[src/rtl/mdu_divider_pkg.sv]
// Shared MDU definitions: op encoding (also used by the multiplier),
// divider state encoding and default datapath width.
package rv_mdu_pkg;

  localparam int XLEN_DEFAULT = 32;

  // Matches funct3[1:0] of the RV32M divide group.
  typedef enum logic [1:0] {
    MDU_DIV  = 2'b00,
    MDU_DIVU = 2'b01,
    MDU_REM  = 2'b10,
    MDU_REMU = 2'b11
  } mdu_op_t;

  typedef enum logic [1:0] {
    DIV_IDLE  = 2'b00,
    DIV_CALC  = 2'b01,
    DIV_FIXUP = 2'b10,
    DIV_DONE  = 2'b11
  } div_state_t;

  // Signed ops have funct3[0] clear.
  function automatic logic op_is_signed(input mdu_op_t op);
    return ~op[0];
  endfunction

  // Remainder ops have funct3[1] set.
  function automatic logic op_is_rem(input mdu_op_t op);
    return op[1];
  endfunction

endpackage

[src/rtl/mdu_divider_if.sv]
// Request/response bundle between the EX stage and the divider.
interface mdu_divider_if
  import rv_mdu_pkg::*;
#(
  parameter int XLEN = XLEN_DEFAULT
) ();

  logic            start;
  mdu_op_t         op;
  logic [XLEN-1:0] dividend;
  logic [XLEN-1:0] divisor;
  logic            flush;
  logic [XLEN-1:0] result;
  logic            busy;
  logic            done;

  modport master (
    output start, op, dividend, divisor, flush,
    input  result, busy, done
  );

  modport slave (
    input  start, op, dividend, divisor, flush,
    output result, busy, done
  );

endinterface

[src/rtl/mdu_divider_step.sv]
// One restoring-division iteration: shift the next dividend bit into the
// partial remainder and keep the trial difference when it is non-negative.
module mdu_div_step #(
  parameter int XLEN = 32
) (
  input  logic [XLEN-1:0] rem_in,
  input  logic [XLEN-1:0] divisor,
  input  logic            dividend_bit,
  output logic [XLEN-1:0] rem_out,
  output logic            q_bit
);

  logic [XLEN:0] shifted;
  logic [XLEN:0] diff;

  // Trial subtract at XLEN+1 bits so divisors with the MSB set are handled.
  always_comb begin
    shifted = {rem_in, dividend_bit};
    diff    = shifted - {1'b0, divisor};
    q_bit   = ~diff[XLEN];
    rem_out = q_bit ? diff[XLEN-1:0] : shifted[XLEN-1:0];
  end

endmodule

[src/rtl/mdu_divider.sv]
// Iterative radix-2 restoring divider for DIV/DIVU/REM/REMU with a
// single-cycle path for divide-by-zero and signed overflow.
//
// state     | meaning
// ----------+-------------------------------------------------------
// DIV_IDLE  | waiting for start; busy=0, done=0
// DIV_CALC  | one quotient bit per cycle, XLEN cycles; busy=1
// DIV_FIXUP | sign correction and quotient/remainder select; busy=1
// DIV_DONE  | result valid, done=1 for one cycle; start accepted here
module mdu_divider
  import rv_mdu_pkg::*;
#(
  parameter int XLEN = XLEN_DEFAULT
) (
  input logic           clk,
  input logic           reset_n,
  mdu_divider_if.slave  bus
);

  localparam int              CW       = $clog2(XLEN);
  localparam logic [CW-1:0]   CNT_LOAD = CW'(XLEN - 1);
  localparam logic [XLEN-1:0] INT_MIN  = {1'b1, {(XLEN-1){1'b0}}};

  div_state_t      state_q;
  mdu_op_t         op_q;
  logic [XLEN-1:0] quo_q;
  logic [XLEN-1:0] rem_q;
  logic [XLEN-1:0] dvsr_q;
  logic            q_neg_q;
  logic            r_neg_q;
  logic [CW-1:0]   cnt_q;
  logic [XLEN-1:0] result_q;
  logic            busy_q;
  logic            done_q;

  logic            sgn_in;
  logic            a_neg;
  logic            b_neg;
  logic [XLEN-1:0] a_abs;
  logic [XLEN-1:0] b_abs;
  logic            div_zero;
  logic            sgn_ovf;
  logic [XLEN-1:0] fast_res;

  logic [XLEN-1:0] step_rem;
  logic            step_q;

  logic [XLEN-1:0] q_fix;
  logic [XLEN-1:0] r_fix;
  logic [XLEN-1:0] fix_res;

  // Operand conditioning and special-case detection on the incoming request.
  always_comb begin
    sgn_in   = op_is_signed(bus.op);
    a_neg    = sgn_in & bus.dividend[XLEN-1];
    b_neg    = sgn_in & bus.divisor[XLEN-1];
    a_abs    = a_neg ? -bus.dividend : bus.dividend;
    b_abs    = b_neg ? -bus.divisor  : bus.divisor;
    div_zero = (bus.divisor == '0);
    sgn_ovf  = sgn_in & (bus.dividend == INT_MIN) & (bus.divisor == '1);
    if (div_zero) begin
      fast_res = op_is_rem(bus.op) ? bus.dividend : '1;
    end else begin
      fast_res = op_is_rem(bus.op) ? '0 : INT_MIN;
    end
  end

  mdu_div_step #(
    .XLEN(XLEN)
  ) u_step (
    .rem_in      (rem_q),
    .divisor     (dvsr_q),
    .dividend_bit(quo_q[XLEN-1]),
    .rem_out     (step_rem),
    .q_bit       (step_q)
  );

  // Sign restore and result select applied in FIXUP.
  always_comb begin
    q_fix   = q_neg_q ? -quo_q : quo_q;
    r_fix   = r_neg_q ? -rem_q : rem_q;
    fix_res = op_is_rem(op_q) ? r_fix : q_fix;
  end

  // Divider FSM with datapath registers and registered handshake outputs.
  always_ff @(posedge clk or negedge reset_n) begin
    if (!reset_n) begin
      state_q  <= DIV_IDLE;
      op_q     <= MDU_DIV;
      quo_q    <= '0;
      rem_q    <= '0;
      dvsr_q   <= '0;
      q_neg_q  <= 1'b0;
      r_neg_q  <= 1'b0;
      cnt_q    <= '0;
      result_q <= '0;
      busy_q   <= 1'b0;
      done_q   <= 1'b0;
    end else if (bus.flush) begin
      // Abort wins over everything, including a simultaneous start.
      state_q <= DIV_IDLE;
      busy_q  <= 1'b0;
      done_q  <= 1'b0;
    end else begin
      case (state_q)
        DIV_IDLE, DIV_DONE: begin
          state_q <= DIV_IDLE;
          busy_q  <= 1'b0;
          done_q  <= 1'b0;
          if (bus.start) begin
            op_q    <= bus.op;
            quo_q   <= a_abs;
            rem_q   <= '0;
            dvsr_q  <= b_abs;
            q_neg_q <= a_neg ^ b_neg;
            r_neg_q <= a_neg;
            cnt_q   <= CNT_LOAD;
            if (div_zero || sgn_ovf) begin
              result_q <= fast_res;
              state_q  <= DIV_DONE;
              done_q   <= 1'b1;
            end else begin
              state_q <= DIV_CALC;
              busy_q  <= 1'b1;
            end
          end
        end
        DIV_CALC: begin
          rem_q <= step_rem;
          quo_q <= {quo_q[XLEN-2:0], step_q};
          if (cnt_q == '0) begin
            state_q <= DIV_FIXUP;
          end else begin
            cnt_q <= cnt_q - 1'b1;
          end
        end
        DIV_FIXUP: begin
          result_q <= fix_res;
          state_q  <= DIV_DONE;
          busy_q   <= 1'b0;
          done_q   <= 1'b1;
        end
        default: begin
          state_q <= DIV_IDLE;
          busy_q  <= 1'b0;
          done_q  <= 1'b0;
        end
      endcase
    end
  end

  assign bus.result = result_q;
  assign bus.busy   = busy_q;
  assign bus.done   = done_q;

endmodule

[src/flat_wrapper.sv]
// flat-port wrapper written by rule: the top's interface ports become plain ports
module mdu_divider_flat import rv_mdu_pkg::*;
#(
  parameter int XLEN = XLEN_DEFAULT
)
  (clk, reset_n, bus_start, bus_op, bus_dividend, bus_divisor, bus_flush, bus_result, bus_busy, bus_done);
  mdu_divider_if #(.XLEN(XLEN)) bus_i ();
  input logic clk;
  input logic reset_n;
  input wire logic [$bits(bus_i.start)-1:0] bus_start;
  input wire logic [$bits(bus_i.op)-1:0] bus_op;
  input wire logic [$bits(bus_i.dividend)-1:0] bus_dividend;
  input wire logic [$bits(bus_i.divisor)-1:0] bus_divisor;
  input wire logic [$bits(bus_i.flush)-1:0] bus_flush;
  output wire logic [$bits(bus_i.result)-1:0] bus_result;
  output wire logic [$bits(bus_i.busy)-1:0] bus_busy;
  output wire logic [$bits(bus_i.done)-1:0] bus_done;
  assign bus_i.start = bus_start;
  assign bus_i.op = bus_op;
  assign bus_i.dividend = bus_dividend;
  assign bus_i.divisor = bus_divisor;
  assign bus_i.flush = bus_flush;
  assign bus_result = bus_i.result;
  assign bus_busy = bus_i.busy;
  assign bus_done = bus_i.done;
  mdu_divider #(.XLEN(XLEN)) u_core (.clk(clk), .reset_n(reset_n), .bus(bus_i));
endmodule
[config.mk]
export PLATFORM = sky130hd
export DESIGN_NAME = mdu_divider_flat
export DESIGN_NICKNAME = d
export VERILOG_FILES = /design/src/rtl/mdu_divider_pkg.sv /design/src/rtl/mdu_divider_if.sv /design/src/rtl/mdu_divider_step.sv /design/src/rtl/mdu_divider.sv /design/src/flat_wrapper.sv
export SDC_FILE = /design/constraint.sdc
export NUM_CORES = 1
export LEC_CHECK = 0
export BUFFER_PORTS_ARGS = -buffer_cell sky130_fd_sc_hd__clkbuf_2
export CORE_MARGIN = 4
export CORE_UTILIZATION = 61
export DETAILED_ROUTE_END_ITERATION = 7
export MAX_ROUTING_LAYER = met4
export PLACE_DENSITY = 0.86
export SETUP_SLACK_MARGIN = 0.5
export SLEW_MARGIN = 20
export SYNTH_ARGS = -nofsm -noshare
export SYNTH_HDL_FRONTEND = slang
export SYNTH_SLANG_ARGS = --single-unit
[constraint.sdc]
create_clock -name clk -period 4.5 [get_ports clk]
set_input_delay 0.225 -clock clk [delete_from_list [all_inputs] [get_ports clk]]
set_output_delay 0.225 -clock clk [all_outputs]
set_load 0.02 [all_outputs]
Yosys cells after proc, flatten, opt, wreduce, memory -nomap -nowiden

Index checks and enable logic that the tools add are counted.
W data, S select, Z words.

Memories kept: 0
ROM bits: 0
Bits of input ports: 70
Bits in writable memories: 0
Word-level logic and storage cells: 78
Output and inout bits: 34
Latch bits: 0
Register bits: 141

Equality and inequality tests: 9
Magnitude comparators: 0
Reductions and logical operators: 12
Bitwise operators: 8
Div/mod/pow operators: 0
Add/sub/neg operators: 6
Multiply operators: 0
Shift operators: 0
Mux-type cells: 32

Operators by type and width:

| cell                   | number |
|---|---|
| $mux W32               | 13 |
| $pmux W32 S2           | 3 |
| $neg A32 Y32           | 4 |
| $eq A32 B32 Y1 const B | 2 |
| $sub A33 B32 Y33       | 1 |
| $logic_not A32 Y1      | 1 |
| $mux W5                | 2 |
| $pmux W5 S2            | 1 |
| $mux W2                | 4 |
| $reduce_and A4 Y1      | 2 |
| $mux W1                | 6 |
| $pmux W2 S3            | 1 |
| $reduce_and A3 Y1      | 2 |
| $logic_not A5 Y1       | 1 |
| $sub A5 B1 Y5 const B  | 1 |
| $and A1 B1 Y1          | 4 |
| $eq A2 B2 Y1 const B   | 2 |
| $ne A2 B2 Y1 const B   | 2 |
| $pmux W1 S2            | 2 |
| $reduce_bool A2 Y1     | 2 |
| $ne A3 B2 Y1 const B   | 1 |
| $not A1 Y1             | 3 |
| $reduce_bool A3 Y1     | 1 |
| $eq A2 B1 Y1 const B   | 1 |
| 5 further kinds        | 5 |

Longest topological paths before layout

Gate-level depths: netlist (run 1).

Depth in word-level cells: 8
Depth in mapped cells: 14
Mapped depth without buffers: 13

By module

A second synthesis (run 1) with hierarchy kept.

Cells, all modules: 1335
Area total of the unflattened synthesis: 11428.5 um^2

By module, submodules not included:

| module       | area an instance (um^2) | cells each | sequential area each (um^2) | instances |
|---|---|---|---|---|
| mdu_divider  | 9062.4                  | 1029       | 3503.4                      | 1 |
| mdu_div_step | 2366.0                  | 306        | 0.0                         | 1 |

Worst setup path before layout (run 1)

Ideal clock, no wire load.

Path kind: reg-to-reg
Start: register u_core.quo_q[31]
End: register u_core.rem_q[22]
Path buffers: 2
Data required time: 4.368 ns
Setup time: 0.132 ns
Setup slack: 1.388 ns
Data arrival time: 2.979 ns
Cell stages (with the launch flop): 15
Clock period less this slack: 3.112 ns
Cells stage by stage: dfrtp_1 -> inv_1 -> ha_1 -> fa_1 -> nand2b_1 -> a21oi_2 -> o211ai_1 -> a211oi_2 -> o2111ai_1 -> o31a_1 -> a211o_1 -> buf_2 -> buf_4 -> a32oi_1 -> o31ai_1

Longest elaborated chain between the ends: 3

RTL lines:

| element                | RTL line               | RTL |
|---|---|---|
| start, declared        | mdu_divider.sv:26      | `logic [XLEN-1:0] quo_q;` |
| start signal, assigned | mdu_divider.sv:112     | `quo_q <= a_abs;` |
| start signal, assigned | mdu_divider.sv:130     | `quo_q <= {quo_q[XLEN-2:0], step_q};` |
| $sub A33 B32 Y33       | mdu_divider_step.sv:19 | `diff = shifted - {1'b0, divisor};` |
| $mux W32               | mdu_divider_step.sv:21 | `rem_out = q_bit ? diff[XLEN-1:0] : shifted[XLEN-1:0];` |
| $pmux W32 S2           | mdu_divider.sv:105     | `case (state_q)` |
| end signal, assigned   | mdu_divider.sv:129     | `rem_q <= step_rem;` |
| end, declared          | mdu_divider.sv:27      | `logic [XLEN-1:0] rem_q;` |

Every way passes these cells.
A chain may end at the register's enable or synchronous reset.

Worst setup path in the final report (run 1)

Start: register u_core.quo_q[31]
End: register u_core.rem_q[1]

The elaborated chain is that of the path after synthesis.

==> metrics.txt, run 1 <==
status complete, no violations; die width 142.5 microns; final critical-path required period 3.698 ns; Clock Sinks 140; grt total ovfl 0; crit path max fanout 49; Max rail drop VDD 495.4 uV; yosys synthesis warning count 0; global-route wire length before repair 53540 microns; max cap viols 0; Slew Viols, Final 0; crit path to u_core.rem_q[1]; Area Growth Syn to Fin 11.87%; asr flop ratio synth 1.000; # setup viols final 0; Syn Inst Count 1414; routability-driven placement congestion ratio 1.002; initial drt markers 1592; Fillers 1349; total power 7.223 mW; Die Ht 142.5 microns; R2R Setup Slk 0.80 ns; worst reg2reg path depth 14; CTS tree done; worst skew pair latency 0.44 ns; sequential element share of the synthesized area 0.3175; Yosys reg bits 140; register clock-pin slew on the reported worst setup and hold paths 0.06 ns; Final ANT Viol Nets 0; RSZ-0062 raised after global routing false; I/O Buffers 103; Post-synth EDFFs 0; CP Class reg2reg; P per Cell Area 585.1 nW/um^2; largest net degree at the start of global routing 108; critical path data required time 4.80 ns; Slew HR 0.1957; min-delay worst type in2reg; Antenna Cells 0; mean post-synth cell area 7.804 sq um; Total Nets Final 1589; Fin. Hold Viols 0; crit-path cells inv_1 -> ha_1 -> fa_1 -> nand2b_1 -> a21oi_2 -> o211ai_1 -> a211oi_2 -> o2111ai_1 -> o31ai_1 -> a211o_2 -> buf_12 -> nor2_1 -> a21oi_1 -> o22ai_1; Leak Pwr 5.343 nW; Root Driver clkbuf_16; CP peak stage delay 0.39 ns; Total Wirelength 33750 microns; GRT Util Overall 0.3416; R2R Path Start u_core.quo_q[31]; clk_skew 0.01156 ns; vias in the first global route 10020; Post-synth top flop dfrtp_1; layout cell share with drive strength beyond 1 0.1221; core footprint 17540 sq um; Cell Rows 48; clk buf depth 2; H-tree depth 4; measured slew at the worst slew-check pin 1.207 ns; routed vias/inst 6.448; fmax 270.4 MHz; setup TNS 0 ns; Starting Density 0.6292; crit path max-delay cell type fa_1; fin crit share 0.8219; CP arrival 4.00 ns; IO Pins 104; Yosys cell types 80; drt drc 0; CP startpoint kind flip-flop; postcts setup bufs 0; full die area 20300 sq um; Mapped Nets 1526; hpwl dp 24900 microns; initial antenna violation count 0; reg2reg end u_core.rem_q[1]; clock buffer count from CTS 17; Critical path origin u_core.quo_q[31]; min-delay src bus_flush; commonest non-fill, non-tap cell in the layout nand2_1; drt first pass iters 6; DR WL/cell 19.68 microns; via count 11060; Worst setup EP type flip-flop; commonest cells after routing, fill and taps aside nand2_1 (165), o21ai_0 (157), nor2_1 (153), dfrtp_1 (140), a21oi_1 (128); Synth Cell Area 11030 sq um
==> cell usage after synthesis, types with 8 or more instances <==
library cell  number  area, sq um
o31ai_1           32        240.2
nor3_1            27        135.1
a211oi_1           8        60.06
a31oi_1           20        125.1
clkbuf_1          58        217.7
nor2_1           154        578.1
nor4_1            11        68.82
o211ai_1          21        157.7
nand2b_1          18        112.6
or3_1             20        125.1
nand2_1          165        619.3
dfrtp_1          140         3503
a32oi_1            9        78.83
o21ai_1            9        45.04
a21oi_1          128        640.6
ha_1              41        513.0
xor2_1            67        586.8
o21ai_0          157        785.8
nand3_1           21        105.1
o311ai_0           9        78.83
inv_1             66        247.7
a21o_1            13        97.59
xnor2_1           80        700.7
nand4_1           13        81.33
==> repair_timing <==
action,4_1_cts,5_1_grt
hold buffers,1,0
endpoints found under the setup margin,0,1
hold endpoints to repair,23,0
gates resized for setup,0,1
==> through the flow <==
step / worst slack [ns] / hold slack (ns) / instance area, sq um / utilization / instances
final: 0.8016 / 0.05451 / 12340 / 0.7039 / 1715
after global routing: 0.5316 / 0.08189 / 12340 / 0.7039 / 1715
after CTS: 0.8196 / 0.05639 / 12320 / 0.7023 / 1714
after detailed placement: 0.8521 / 0.4347 / 11650 / 0.6643 / 1681
after global placement: 0.9418 / 0.4267 / 11650 / 0.6643 / 1681
after floorplan: 1.388 / -0.07059 / 11030 / - / 1414
==> power by group <==
part	leakage, nW	total (mW)	switching, mW	internal [mW]
sequential	1.75	2.23	0.513	1.72
clock	0.312	1.60	0.594	1.01
combinational	3.28	3.39	2.18	1.21
total	5.34	7.22	3.28	3.94
==> how the worst min path moves through the flow <==
stage	slack [ns]	depth (start not counted)	end
floorplan	-0.07	0	u_core.bus.busy
global placement	0.43	1	u_core.dvsr_q[17]
detailed placement	0.43	1	u_core.dvsr_q[17]
CTS	0.06	2	u_core.state_q[1]
global route	0.08	2	u_core.bus.done
finish	0.05	2	u_core.state_q[1]
==> flip-flops by register name (all words and copies together) (netlist names) <==
name / cells
u_core.q_neg_q: 1
u_core.cnt_q: 5
u_core.r_neg_q: 1
u_core.bus.done: 1
u_core.dvsr_q: 32
u_core.rem_q: 32
u_core.bus.result: 32
u_core.op_q: 1
u_core.quo_q: 32
u_core.bus.busy: 1
u_core.state_q: 2
==> worst max-delay path, delay by kind of cell, from the launching register on <==
| family | cells | cell delay [ns] |
|---|---|---|
| simple gates | 2 | 0.29 |
| buf+inv | 2 | 0.32 |
| flops | 1 | 0.37 |
| fa+ha+maj | 2 | 0.60 |
| compound gates | 8 | 1.93 |
==> layer usage <==
layer | vias up | global-route usage | share of wire
met5 | - | - | 0
met1 | 5171 | 0.4875 | 0.43
met2 | 651 | 0.4829 | 0.43
li1 | 5152 | - | -
met3 | 84 | 0.07762 | 0.11
met4 | 0 | 0.1081 | 0.030
==> area by class of cell <==
| type | instances | area, sq um | area share |
|---|---|---|---|
| clock buffers | 20 | 446.7 | 0.03618 |
| clock inverters | 12 | 209.0 | 0.01693 |
| inverters | 66 | 247.7 | 0.02007 |
| multi-input cells | 1132 | 6972 | 0.5648 |
| flip-flops and latches | 140 | 3503 | 0.2838 |
| well taps | 225 | 281.5 | 0.02281 |
| repair buffers | 120 | 684.4 | 0.05544 |
==> cell families after synthesis <==
family,count (synthesis),share of synthesized area
xor gates and xnor gates,147,0.1167
and+or+nand+nor,476,0.2048
buffers and inverters,142,0.05171
DFF,140,0.3175
adders and majority gates,42,0.04830
AOI/OAI and AO/OA,463,0.2574
muxes,4,0.003629
Power figures use the tool's default switching activity.
==> inputs of run 2 (changes only) <==
--- a/config.mk
+++ b/config.mk
@@ -5,12 +5,13 @@
 export SDC_FILE = /design/constraint.sdc
 export NUM_CORES = 1
 export LEC_CHECK = 0
+export ABC_AREA = 1
 export BUFFER_PORTS_ARGS = -buffer_cell sky130_fd_sc_hd__clkbuf_2
 export CORE_MARGIN = 4
-export CORE_UTILIZATION = 61
+export CORE_UTILIZATION = 56
 export DETAILED_ROUTE_END_ITERATION = 7
 export MAX_ROUTING_LAYER = met4
-export PLACE_DENSITY = 0.86
+export PLACE_DENSITY = 0.82
 export SETUP_SLACK_MARGIN = 0.5
 export SLEW_MARGIN = 20
 export SYNTH_ARGS = -nofsm -noshare
==> constraint.sdc (replaced) <==
create_clock -name clk -period 3.3 [get_ports clk]
set_input_delay 0.165 -clock clk [delete_from_list [all_inputs] [get_ports clk]]
set_output_delay 0.165 -clock clk [all_outputs]
set_load 0.02 [all_outputs]
==> run 2 against run 1 <==
Effect of this change: register-to-register slack worse by 0.11 ns; critical path depth increased by 3; core utilization fell by 7.5 points; clock skew increased by 0.0050 ns; critical path type unchanged; critical endpoint is now u_core.rem_q[27]; largest power group unchanged.
==> metrics.txt, run 2 <==
crit-path cells inv_1 -> ha_1 -> fa_1 -> inv_1 -> nand2_1 -> nand2_1 -> nand3_1 -> nand2_2 -> nand2_2 -> nand2_4 -> nand2_4 -> nand2_8 -> nand2_4 -> nand2_4 -> nand2_1 -> nand3_1 -> nand2_1; min-delay worst type in2reg; crit path max fanout 16; Total Wirelength 46510 microns; fmax 383.8 MHz; I/O Buffers 103; Fin. Hold Viols 0; routability-driven placement congestion ratio 1.016; via count 15390; Syn Inst Count 2291; Total Nets Final 2472; vias in the first global route 14120; initial drt markers 1888; worst skew pair latency 0.44 ns; Cell Rows 56; core footprint 23750 sq um; Worst setup EP type flip-flop; mean post-synth cell area 5.957 sq um; routed vias/inst 5.716; commonest cells after routing, fill and taps aside nand2_1 (741), inv_1 (308), nand3_1 (260), nor2_1 (194), o21ai_0 (174); layout cell share with drive strength beyond 1 0.09692; Post-synth EDFFs 0; global-route wire length before repair 74030 microns; sequential element share of the synthesized area 0.2567; drt first pass iters 6; RSZ-0062 raised after global routing false; grt total ovfl 0; full die area 26930 sq um; Post-synth top flop dfrtp_1; initial antenna violation count 0; Leak Pwr 8.249 nW; largest net degree at the start of global routing 114; commonest cells in the netlist nand2_1 (741), inv_1 (308), nand3_1 (260), nor2_1 (196), o21ai_0 (174); postcts setup bufs 0; count leader, synth nand2_1; Slew HR 0.2979; register clock-pin slew on the reported worst setup and hold paths 0.07 ns; Starting Density 0.5745; drt drc 0; max cap viols 0; crit path max-delay cell type fa_1; CP Class reg2reg; Mapped Nets 2403; H-tree depth 4; Yosys cell types 48; clk buf depth 2; P per Cell Area 670.4 nW/um^2; Synth area leaders dfrtp_1 (26%), nand2_1 (20%), nand3_1 (9.5%); Slew Viols, Final 0; CP peak stage delay 0.43 ns; Final ANT Viol Nets 0; DP Worst Slack 0.7506 ns; die width 164.1 microns; hpwl dp 36490 microns; clock buffer count from CTS 17; final critical-path required period 2.605 ns; CP startpoint kind flip-flop; CP top delay family simple AND/OR/NAND/NOR gates; yosys synthesis warning count 0; measured slew at the worst slew-check pin 1.053 ns; GRT Util Overall 0.3564; Yosys top cell area share 0.2567; Clock Sinks 140; asr flop ratio synth 1.000; final setup margin 0.6945 ns; IO Pins 104; setup TNS 0 ns; fin crit share 0.7895; DR WL/cell 17.28 microns; Max rail drop VDD 666.6 uV; CTS tree done; CP arrival 2.93 ns; worst path bufs/invs 2; Area Growth Syn to Fin 9.499%; Die Ht 164.1 microns; critical path data required time 3.62 ns; largest area contributor in the netlist dfrtp_1; commonest non-fill, non-tap cell in the layout nand2_1; clk_skew 0.01657 ns; Root Driver clkbuf_16; Synth Cell Area 13650 sq um; Antenna Cells 0; Yosys reg bits 140; status complete, no violations; # setup viols final 0
## run 2: changes by cell type after synthesis, sizes merged, moves of 18 or more
cell	before	now
nand4	15	46
xnor2	80	11
a21oi	130	90
nand2b	19	0
or3	23	0
o21ai	168	186
nand3	21	270
inv	66	314
nand2	166	777
xor2	67	33
o31ai	33	1
nor2	156	204
a31oi	20	2
## run 2: what timing repair did
item                                   in CTS  in global routing
setup endpoints to repair                   0                 26
endpoints found under the hold margin     107                  0
resized for setup                           0                  1
hold buffers                                2                  0
## run 2: per-layer routing
layer,routed length [microns],vias to the layer above,track usage
li1,-,7503,-
met1,20230,7042,0.4966
met2,20440,730,0.5298
met3,4289,113,0.05245
met4,1552,0,0.1281
met5,0,-,-
## run 2: area by class of cell
class / count / area [sq um]
clock buffer: 19 / 452.9
sequential: 140 / 3503
tap: 319 / 399.1
multi-input combinational: 1757 / 8558
clock inverter: 13 / 126.4
inverter: 316 / 1186
fill: 2300 / 8810
timing repair buffer: 128 / 716.9
## run 2: path summary, 6_finish.rpt
path,startpoint,end,slack [ns],depth (start not counted)
max,u_core.quo_q[31],u_core.rem_q[27],0.69,17
min,bus_divisor[31],u_core.dvsr_q[31],0.06,3
max reg2reg,u_core.quo_q[31],u_core.rem_q[27],0.69,17
min reg2reg,u_core.dvsr_q[26],u_core.dvsr_q[26],0.48,2
max in group asynchronous,reset_n,u_core.dvsr_q[9],1.98,3
min in group asynchronous,reset_n,u_core.rem_q[9],0.39,2
## run 2: through the flow
stage	util	total power, mW	cells	hold slack, ns	area, sq um
after floorplan	-	6.298	2291	-0.1306	13650
after global placement	0.6036	7.849	2658	0.4012	14340
after detailed placement	0.6036	7.939	2658	0.4111	14340
after CTS	0.6288	9.884	2692	0.05604	14940
after global routing	0.6291	10.74	2692	0.07144	14940
final	0.6291	10.02	2692	0.06362	14940
## run 2: cell families (layout without fill, tap and decap cells)
kind of cell	count (synthesis)	after routing	synth area share
simple gates	1348	1348	0.4304
buf+inv	394	476	0.1172
compound gates	323	323	0.1285
flops	140	140	0.2567
xor+xnor	44	44	0.02824
fa+ha+maj	42	42	0.03906
## run 2: worst reg2reg max path, stage by stage (launching register included)
cell and delay, ns:
dfrtp_1 0.36, inv_1 0.11, ha_1 0.25, fa_1 0.43
inv_1 0.09, nand2_1 0.05, nand2_1 0.07, nand3_1 0.08
nand2_2 0.13, nand2_2 0.09, nand2_4 0.07, nand2_4 0.09
nand2_8 0.10, nand2_4 0.12, nand2_4 0.24, nand2_1 0.11
nand3_1 0.08, nand2_1 0.05
## run 2: power breakdown
part	internal [mW]	switching, mW	leakage (nW)
registers	2.24	0.559	1.82
clock network	1.04	0.897	0.273
logic	1.59	3.70	6.16
